$ cat src/rtl/polar_llr_frame_loader.sv
// -----------------------------------------------------------------------------
// polar_llr_frame_loader
//
// Input stage of the SC polar decoder. Channel LLRs from the demapper are
// arithmetically right-shifted by FRAC_SHIFT, clamped symmetrically to the
// LLR RAM width and written into one of two ping-pong banks of the LLR init
// RAM. A full bank is offered to the decoder controller with
// frame_valid/frame_bank and released again by a frame_done pulse.
//
// Parameters:
//   IN_LLR_WIDTH       signed width of in_llr (assumed >= LLR_RAM_DATA_WIDTH)
//   LLR_RAM_DATA_WIDTH signed width written to the init RAM
//   CODE_LENGTH        LLRs per frame, power of 2
//   LLR_RAM_ADDR_WIDTH log2(CODE_LENGTH)+1; MSB is the bank bit
//   FRAC_SHIFT         arithmetic right shift before clamping
//
// Ports:
//   clk               rising-edge clock
//   reset             asynchronous, active-low reset
//   in_llr            signed channel LLR
//   in_valid          in_llr is valid
//   in_last           final sample of a frame
//   in_ready          loader accepts a sample this cycle
//   init_ram_wr_en    init RAM write strobe (registered)
//   init_ram_wr_addr  {bank, index}
//   init_ram_wr_data  rescaled, clamped LLR
//   frame_valid       a full bank is ready for decoding
//   frame_bank        bank to decode
//   frame_done        one-cycle pulse: decoding of frame_bank finished
//   frame_err         one-cycle pulse on a framing error
//   sat_count         saturation event counter (only with the macro below)
//
// Build option:
//   POLAR_LLR_SAT_COUNT_EN  adds the 16-bit saturating sat_count port/counter.
// -----------------------------------------------------------------------------
module polar_llr_frame_loader #(
    parameter int IN_LLR_WIDTH       = 12,
    parameter int LLR_RAM_DATA_WIDTH = 8,
    parameter int CODE_LENGTH        = 1024,
    parameter int LLR_RAM_ADDR_WIDTH = 11,
    parameter int FRAC_SHIFT         = 2
) (
    input  logic                                 clk,
    input  logic                                 reset,
    input  logic signed [IN_LLR_WIDTH-1:0]       in_llr,
    input  logic                                 in_valid,
    input  logic                                 in_last,
    output logic                                 in_ready,
    output logic                                 init_ram_wr_en,
    output logic        [LLR_RAM_ADDR_WIDTH-1:0] init_ram_wr_addr,
    output logic        [LLR_RAM_DATA_WIDTH-1:0] init_ram_wr_data,
    output logic                                 frame_valid,
    output logic                                 frame_bank,
    input  logic                                 frame_done,
    output logic                                 frame_err
`ifdef POLAR_LLR_SAT_COUNT_EN
    ,
    output logic        [15:0]                   sat_count
`endif
);

    localparam int IDX_W = LLR_RAM_ADDR_WIDTH - 1;
    localparam logic [IDX_W-1:0] LAST_IDX = IDX_W'(CODE_LENGTH - 1);

    // Symmetric clamp limits: the most negative code is never produced.
    localparam logic signed [IN_LLR_WIDTH-1:0] POS_LIM =
        IN_LLR_WIDTH'((2 ** (LLR_RAM_DATA_WIDTH - 1)) - 1);
    localparam logic signed [IN_LLR_WIDTH-1:0] NEG_LIM = -POS_LIM;
    localparam logic [LLR_RAM_DATA_WIDTH-1:0] POS_OUT =
        {1'b0, {(LLR_RAM_DATA_WIDTH - 1){1'b1}}};
    localparam logic [LLR_RAM_DATA_WIDTH-1:0] NEG_OUT =
        {1'b1, {(LLR_RAM_DATA_WIDTH - 2){1'b0}}, 1'b1};

    // Writer state: LOAD accepts samples, COMMIT is the single bubble cycle
    // after a final accept in which the written bank is marked full.
    typedef enum logic {
        WR_LOAD,
        WR_COMMIT
    } wr_state_t;

    wr_state_t wr_state;
    wr_state_t wr_state_next;

    logic             commit_pend;
    logic             wr_bank;
    logic [IDX_W-1:0] wr_idx;
    logic [1:0]       full;
    logic [1:0]       full_next;
    logic             rd_bank;

    logic                                 accept;
    logic                                 last_idx;
    logic                                 done_take;
    logic signed [IN_LLR_WIDTH-1:0]       shifted;
    logic                                 sat_hi;
    logic                                 sat_lo;
    logic        [LLR_RAM_DATA_WIDTH-1:0] scaled;

    // -------------------------------------------------------------------------
    // Writer FSM: state register
    // -------------------------------------------------------------------------
    always_ff @(posedge clk or negedge reset) begin
        if (!reset) begin
            wr_state <= WR_LOAD;
        end else begin
            wr_state <= wr_state_next;
        end
    end

    // Writer FSM: next state
    always_comb begin
        wr_state_next = wr_state;
        unique case (wr_state)
            WR_LOAD:   if (accept && last_idx) wr_state_next = WR_COMMIT;
            WR_COMMIT: wr_state_next = WR_LOAD;
            default:   wr_state_next = WR_LOAD;
        endcase
    end

    // Writer FSM: outputs
    always_comb begin
        commit_pend = (wr_state == WR_COMMIT);
        in_ready    = !full[wr_bank] && !commit_pend;
    end

    // -------------------------------------------------------------------------
    // Accept and rescale
    // -------------------------------------------------------------------------
    assign accept    = in_valid && in_ready;
    assign last_idx  = (wr_idx == LAST_IDX);
    assign done_take = frame_done && full[rd_bank];

    always_comb begin
        shifted = in_llr >>> FRAC_SHIFT;
        sat_hi  = (shifted > POS_LIM);
        sat_lo  = (shifted < NEG_LIM);
        if (sat_hi) begin
            scaled = POS_OUT;
        end else if (sat_lo) begin
            scaled = NEG_OUT;
        end else begin
            scaled = shifted[LLR_RAM_DATA_WIDTH-1:0];
        end
    end

    // -------------------------------------------------------------------------
    // Registered RAM write port and framing-error pulse
    // -------------------------------------------------------------------------
    always_ff @(posedge clk or negedge reset) begin
        if (!reset) begin
            init_ram_wr_en   <= 1'b0;
            init_ram_wr_addr <= '0;
            init_ram_wr_data <= '0;
            frame_err        <= 1'b0;
        end else begin
            init_ram_wr_en <= accept;
            if (accept) begin
                init_ram_wr_addr <= {wr_bank, wr_idx};
                init_ram_wr_data <= scaled;
            end
            // Error when in_last disagrees with the frame position.
            frame_err <= accept && (last_idx ? !in_last : in_last);
        end
    end

    // -------------------------------------------------------------------------
    // Write index and bank
    // -------------------------------------------------------------------------
    always_ff @(posedge clk or negedge reset) begin
        if (!reset) begin
            wr_idx  <= '0;
            wr_bank <= 1'b0;
        end else begin
            if (accept) begin
                // Early in_last drops the partial frame; it is overwritten.
                if (last_idx || in_last) begin
                    wr_idx <= '0;
                end else begin
                    wr_idx <= wr_idx + 1'b1;
                end
            end
            if (commit_pend) begin
                wr_bank <= ~wr_bank;
            end
        end
    end

    // -------------------------------------------------------------------------
    // Bank full flags and read side. A commit and a frame_done in the same
    // cycle always address different banks, so both updates apply.
    // -------------------------------------------------------------------------
    always_comb begin
        full_next = full;
        if (commit_pend) begin
            full_next[wr_bank] = 1'b1;
        end
        if (done_take) begin
            full_next[rd_bank] = 1'b0;
        end
    end

    always_ff @(posedge clk or negedge reset) begin
        if (!reset) begin
            full    <= 2'b00;
            rd_bank <= 1'b0;
        end else begin
            full <= full_next;
            if (done_take) begin
                rd_bank <= ~rd_bank;
            end
        end
    end

    assign frame_valid = full[rd_bank];
    assign frame_bank  = rd_bank;

`ifdef POLAR_LLR_SAT_COUNT_EN
    // -------------------------------------------------------------------------
    // Saturation counter: sticks at all-ones, cleared only by reset.
    // -------------------------------------------------------------------------
    always_ff @(posedge clk or negedge reset) begin
        if (!reset) begin
            sat_count <= '0;
        end else if (accept && (sat_hi || sat_lo) && (sat_count != 16'hFFFF)) begin
            sat_count <= sat_count + 16'd1;
        end
    end
`endif

endmodule

$ cat config.mk
export PLATFORM = sky130hd
export DESIGN_NAME = polar_llr_frame_loader
export DESIGN_NICKNAME = d
export VERILOG_FILES = /design/src/rtl/polar_llr_frame_loader.sv
export SDC_FILE = /design/constraint.sdc
export NUM_CORES = 1
export LEC_CHECK = 0
export ABC_AREA = 1
export CAP_MARGIN = 40
export CORE_MARGIN = 1.5
export CORE_UTILIZATION = 43
export DETAILED_ROUTE_END_ITERATION = 12
export GPL_ROUTABILITY_DRIVEN = 0
export PLACE_DENSITY = 0.7
export SYNTH_ARGS = -nofsm -noshare
export SYNTH_HDL_FRONTEND = slang
export SYNTH_SLANG_ARGS = --single-unit
$ cat constraint.sdc
create_clock -name clk -period 4 [get_ports clk]
set_input_delay 0.8 -clock clk [delete_from_list [all_inputs] [get_ports clk]]
set_output_delay 0.8 -clock clk [all_outputs]
set_load 0.01 [all_outputs]
==> results.json, run 1 <==
{
  "worstHoldPathType": "reg2reg",
  "grt_usage_pct": 17.5,
  "final_core_util_pct": 56.1,
  "fmax_mhz": 420,
  "ctsHoldBuffers": 0,
  "rsz0062_at_grt": "no",
  "min_period_ps": 2380,
  "reg2reg_depth": 9,
  "routed-via-count": 1399,
  "internal-power_uw": 598,
  "ys_top_cells_by_area": "dfrtp_1 (51%), nand2_1 (12%), inv_1 (4.9%)",
  "synthFlopType": "dfrtp_1",
  "syn_avg_cell_area_um2": 8.52,
  "synthMostInstantiatedCell": "nand2_1",
  "grt_overflow_total": 0,
  "dpl.hpwl_um": 2270,
  "synthArstFlopShare_pct": 100,
  "yosysWarningCount": 0,
  "syn2layout_area_growth_pct": 27.0,
  "finalHoldViolations": 0,
  "end_kind": "output pin",
  "coreArea_um2": 3970,
  "final_nets": 265,
  "ir_drop_mv": 0.206,
  "finalMaxSlewViolations": 0,
  "cp_max_fo": 5,
  "rr_endpoint": "wr_idx[5]",
  "die-area_um2": 4470,
  "drt-initial-drc-count": 73,
  "post-route-drc-count": 0,
  "grt_max_degree": 44,
  "die_w_um": 66.9,
  "cts_tree": "built",
  "synth.largest_area_cell": "dfrtp_1",
  "ant_nets": 0,
  "switching_share_pct": 27.3,
  "numCtsBuffers": 5,
  "routedWlPerCell_um": 11.1,
  "antennaDiodeCount": 0,
  "multiInputGateArea_um2": 723,
  "grt_pass1_wl_um": 5800,
  "avgViaCountPerCell": 4.73,
  "fill_cells": 375,
  "start_kind": "flip-flop",
  "post_cts_resized": 0,
  "cts_sinks": 36,
  "post_route_cells_drive_above_1_share_pct": 9.35,
  "syn-cell-area_um2": 1760,
  "outcome": "completed",
  "pwr-share-seq_pct": 51.7,
  "syn-num-nets": 225,
  "cts_root_buf": "clkbuf_8",
  "synth_common_cells": "nand2_1 (57), dfrtp_1 (36), inv_1 (23), nor2_1 (19), o21ai_0 (15)",
  "rows": 23,
  "fin_crit_sh_pct": 59.5,
  "r2r-start": "wr_idx[0]",
  "grt_pass1_vias": 1340,
  "firstDrtPassIters": 4,
  "synth_edf_count": 0,
  "clkPwrFrac_pct": 28.9,
  "crit_type": "reg2out",
  "finalSetupTns_ps": 0,
  "hold_path_startpoint": "init_ram_wr_addr[5]",
  "cts_buffer_depth": 2,
  "worst-slew-pin-transition_ps": 797,
  "required_ps": 3200,
  "routed_wl_um": 3280,
  "htree_levels": 2,
  "fin_skew_ps": 2.69,
  "postCtsSetupBuffers": 0,
  "antenna_found_initial": 0,
  "io_buffers": 38,
  "setup_viol": 0,
  "worstSkewPairLatency_ps": 280,
  "seqCellArea_um2": 901,
  "ys_seq_elements": 36,
  "holdPathEnd": "init_ram_wr_addr[5]",
  "power_density_nw_per_um2": 369,
  "clk_pin_slew_ps": 60,
  "synth_top_area_share_pct": 51.3,
  "cp.arrival_ps": 1580,
  "ys_types": 27,
  "die_height_um": 66.9,
  "max_cap_violations": 0,
  "initial_core_util_pct": 44.2,
  "p_sw_uw": 225,
  "slew-limit-headroom_pct": 46.9,
  "ff2ff_setup_slack_ps": 2090,
  "synth-seq-area-share_pct": 51.3,
  "ios": 41,
  "p_leak_nw": 1.03,
  "p_comb_share_pct": 19.3,
  "syn-instance-count": 206,
  "hold_depth": 2
}
## critical path, cell delays in order (launching register included)
cell	delay, ps
dfrtp_1	450
inv_2	80
nand2_4	80
nand3_4	90
inv_1	70
clkdlybuf4s50_1	520
## how the worst max path moves through the flow
stage | from | endpoint | slack (ps)
detailed placement | in_valid | wr_idx[5] | 1420
floorplan | wr_idx[0] | wr_idx[4] | 2410
global route | wr_bank | in_ready | 1540
CTS | wr_bank | in_ready | 1600
global placement | in_valid | wr_idx[5] | 1470
finish | wr_bank | in_ready | 1620
## cell type report
type,count,area share (%)
Sequential cell,36,40.4
Multi-Input combinational cell,141,32.4
Timing Repair Buffer,38,16.8
Inverter,24,4.04
Clock buffer,6,3.25
Tap cell,50,2.81
Clock inverter,1,0.224
## registers in the layout, indices dropped and copies added (netlist names)
signal / count
init_ram_wr_addr: 11
wr_idx: 10
init_ram_wr_data: 8
full: 2
commit_pend: 1
frame_bank: 1
frame_err: 1
init_ram_wr_en: 1
wr_bank: 1
## cell usage in the layout, fill, tap and decap left out, drive strengths merged
cell type,count
a21boi,1
a21oi,5
a31o,1
buf,1
clkbuf,6
clkdlybuf4s50,37
clkinv,1
dfrtp,36
ha,2
inv,24
nand2,59
nand3,13
nand4,6
nor2,20
nor3,5
nor4,1
o21ai,19
or2,7
xor2,2
## stage by stage
stage | setup WS [ps] | hold WS, ps | total power [mW] | cells | instance area [um2]
after CTS | 1600 | 489 | 0.837 | 296 | 2230
after global routing | 1540 | 510 | 0.874 | 296 | 2230
after detailed placement | 1420 | 465 | 0.593 | 289 | 2150
after floorplan | 2410 | 460 | 0.510 | 206 | 1760
after global placement | 1470 | 463 | 0.590 | 289 | 2150
final | 1620 | 481 | 0.822 | 296 | 2230
## kinds of logic (layout without fill, tap and decap cells)
kind of cell,count (synthesis),count (layout),share of synthesized area [%]
AO/OA/AOI/OAI,26,26,7.77
adder cells (fa/ha/maj),2,2,1.43
AND/OR/NAND/NOR,111,111,31.0
flip-flops,36,36,51.3
XOR/XNOR,2,2,0.998
buffers and inverters,29,69,7.48
## per-layer routing
metal | GRT usage, % | vias to the layer above | wire [um]
li1 | - | 734 | -
met1 | 22.5 | 631 | 1560
met2 | 27.0 | 28 | 1510
met3 | 5.41 | 6 | 147
met4 | 7.65 | 0 | 63
met5 | 0 | - | 0
## power groups by stage
| stage | Combinational (mW) | Sequential, mW | Clock, mW |
|---|---|---|---|
| 2_1_floorplan | 0.0703 | 0.439 | 0 |
| 3_3_place_gp | 0.158 | 0.432 | 0 |
| 3_5_place_dp | 0.161 | 0.432 | 0 |
| 4_1_cts | 0.161 | 0.426 | 0.249 |
| 5_1_grt | 0.179 | 0.432 | 0.263 |
| 6_report | 0.159 | 0.425 | 0.238 |
Note: power is estimated with default switching activity, not from simulation.
==> inputs of run 2 (changes only) <==
==> constraint.sdc (replaced) <==
create_clock -name clk -period 2.4 [get_ports clk]
set_input_delay 0.48 -clock clk [delete_from_list [all_inputs] [get_ports clk]]
set_output_delay 0.48 -clock clk [all_outputs]
set_load 0.01 [all_outputs]
==> run 2 against run 1 <==
- core utilization up 0.50 points
- clock-buffer cell count rose by 2
- hold slack got worse by 200 ps
- sequential power up 67%
- clock power rose by 84%
- worst setup slack worse by 1300 ps
- sequential share of layout area decreased by 0.36 points
- register-to-register slack got worse by 1600 ps
- critical path depth is 1 lower
- largest cell class unchanged
- highest routed layer unchanged
==> results.json, run 2 (synthesized netlist as in run 1, its figures left out) <==
{
  "rsz0062_at_grt": "no",
  "start_kind": "flip-flop",
  "syn2layout_area_growth_pct": 28.2,
  "p_leak_nw": 1.04,
  "crit_type": "reg2out",
  "antenna_found_initial": 0,
  "drt-initial-drc-count": 84,
  "cts_tree": "built",
  "fill_cells": 375,
  "ctsHoldBuffers": 0,
  "dpl_cell_area_um2": 2160,
  "top_regs": "init_ram_wr_addr x11, wr_idx x10, init_ram_wr_data x8",
  "end_kind": "output pin",
  "rows": 23,
  "crit_path_start": "commit_pend",
  "power_density_nw_per_um2": 629,
  "required_ps": 1920,
  "finalMaxSlewViolations": 0,
  "min_period_ps": 2060,
  "antennaDiodeCount": 0,
  "final_nets": 266,
  "cts_sinks": 36,
  "largest_register_ffs": 11,
  "outcome": "completed",
  "ios": 41,
  "post_route_cells_drive_above_1_share_pct": 9.68,
  "grt_pass1_wl_um": 5820,
  "avgViaCountPerCell": 4.77,
  "finalHoldViolations": 0,
  "routedWlPerCell_um": 11.0,
  "max_cap_violations": 0,
  "io_buffers": 38,
  "slew-limit-headroom_pct": 47.0,
  "setup_viol": 0,
  "r2r-start": "wr_idx[0]",
  "postCtsSetupBuffers": 0,
  "worst-slew-pin-transition_ps": 795,
  "cp.arrival_ps": 1580,
  "cts_buffer_depth": 2,
  "die-area_um2": 4470,
  "final_cell_mix": "nand2_1 (57), clkdlybuf4s50_1 (37), dfrtp_1 (36)",
  "seqCellArea_um2": 901,
  "ir_drop_mv": 0.362,
  "die_w_um": 66.9,
  "finalSetupTns_ps": 0,
  "dpl.hpwl_um": 2300,
  "top_register": "init_ram_wr_addr",
  "ff2ff_setup_slack_ps": 530,
  "grt_overflow_total": 0,
  "fmax_mhz": 485,
  "routed_wl_um": 3280,
  "routed-via-count": 1422,
  "fin_crit_sh_pct": 85.9,
  "multiInputGateArea_um2": 723,
  "htree_levels": 2,
  "stdcell_area_um2": 2250,
  "coreArea_um2": 3970,
  "ant_nets": 0,
  "numCtsBuffers": 5,
  "final_common_cell": "nand2_1",
  "cts_root_buf": "clkbuf_8",
  "grt_pass1_vias": 1337,
  "firstDrtPassIters": 4,
  "worstSkewPairLatency_ps": 290,
  "die_height_um": 66.9,
  "clk_pin_slew_ps": 70,
  "cp_max_fo": 3,
  "post-route-drc-count": 0,
  "post_cts_resized": 0,
  "initial_core_util_pct": 44.2,
  "grt_max_degree": 37,
  "worstHoldPathType": "in2async",
  "grt_usage_pct": 17.3,
  "fin_skew_ps": 4.53
}
[run 2: cell count changes in the layout (fill, tap and decap cells not counted)]
cell,previous run,this run
buf_4,0,1
clkbuf_8,5,6
clkbuf_1,1,2
clkinv_2,1,0
[run 2: cell type report]
type | count | share of cell area (%)
Sequential cell | 36 | 40.0
Multi-Input combinational cell | 141 | 32.1
Timing Repair Buffer | 39 | 17.0
Clock buffer | 8 | 4.00
Inverter | 24 | 4.00
Tap cell | 50 | 2.78
[run 2: worst max-delay path: stages (launching register included)]
cell and delay [ps]:
dfrtp_1 400, inv_1 180, nand3_4 130, inv_1 70, clkdlybuf4s50_1 520
[run 2: where the power goes]
group          leakage [nW]  internal, mW  switching, mW
clock network        0.0455         0.234          0.205
registers             0.475         0.662         0.0481
logic                 0.523         0.138          0.128
[run 2: stage by stage]
stage | cells | hold WS, ps | utilization, % | worst slack (ps) | power [mW]
final | 298 | 277 | 56.6 | 337 | 1.41
after CTS | 298 | 306 | 56.6 | 302 | 1.44
after detailed placement | 290 | 470 | 54.4 | 465 | 0.990
after floorplan | 206 | 184 | - | 807 | 0.849
after global placement | 290 | 463 | 54.4 | 475 | 0.986
after global routing | 298 | 328 | 56.6 | 230 | 1.50
[run 2: path summary, 6_finish.rpt]
| check | cells after the start | end |
|---|---|---|
| worst min register to register | 2 | init_ram_wr_data[3] |
| max in group asynchronous | 1 | wr_idx[7] |
| min in group clk | 2 | init_ram_wr_data[3] |
| worst max-delay path | 4 | in_ready |
| worst min-delay path | 1 | init_ram_wr_addr[1] |
| worst max register to register | 9 | wr_idx[5] |
[run 2: metal layers]
metal  vias to the layer above  routed length (um)  global-route usage, %
met2                        31                1450                   25.1
met4                         0                  91                   8.93
met1                       642                1600                   23.5
met3                         8                 141                   4.90
met5                         -                   0                      0
li1                        741                   -                      -
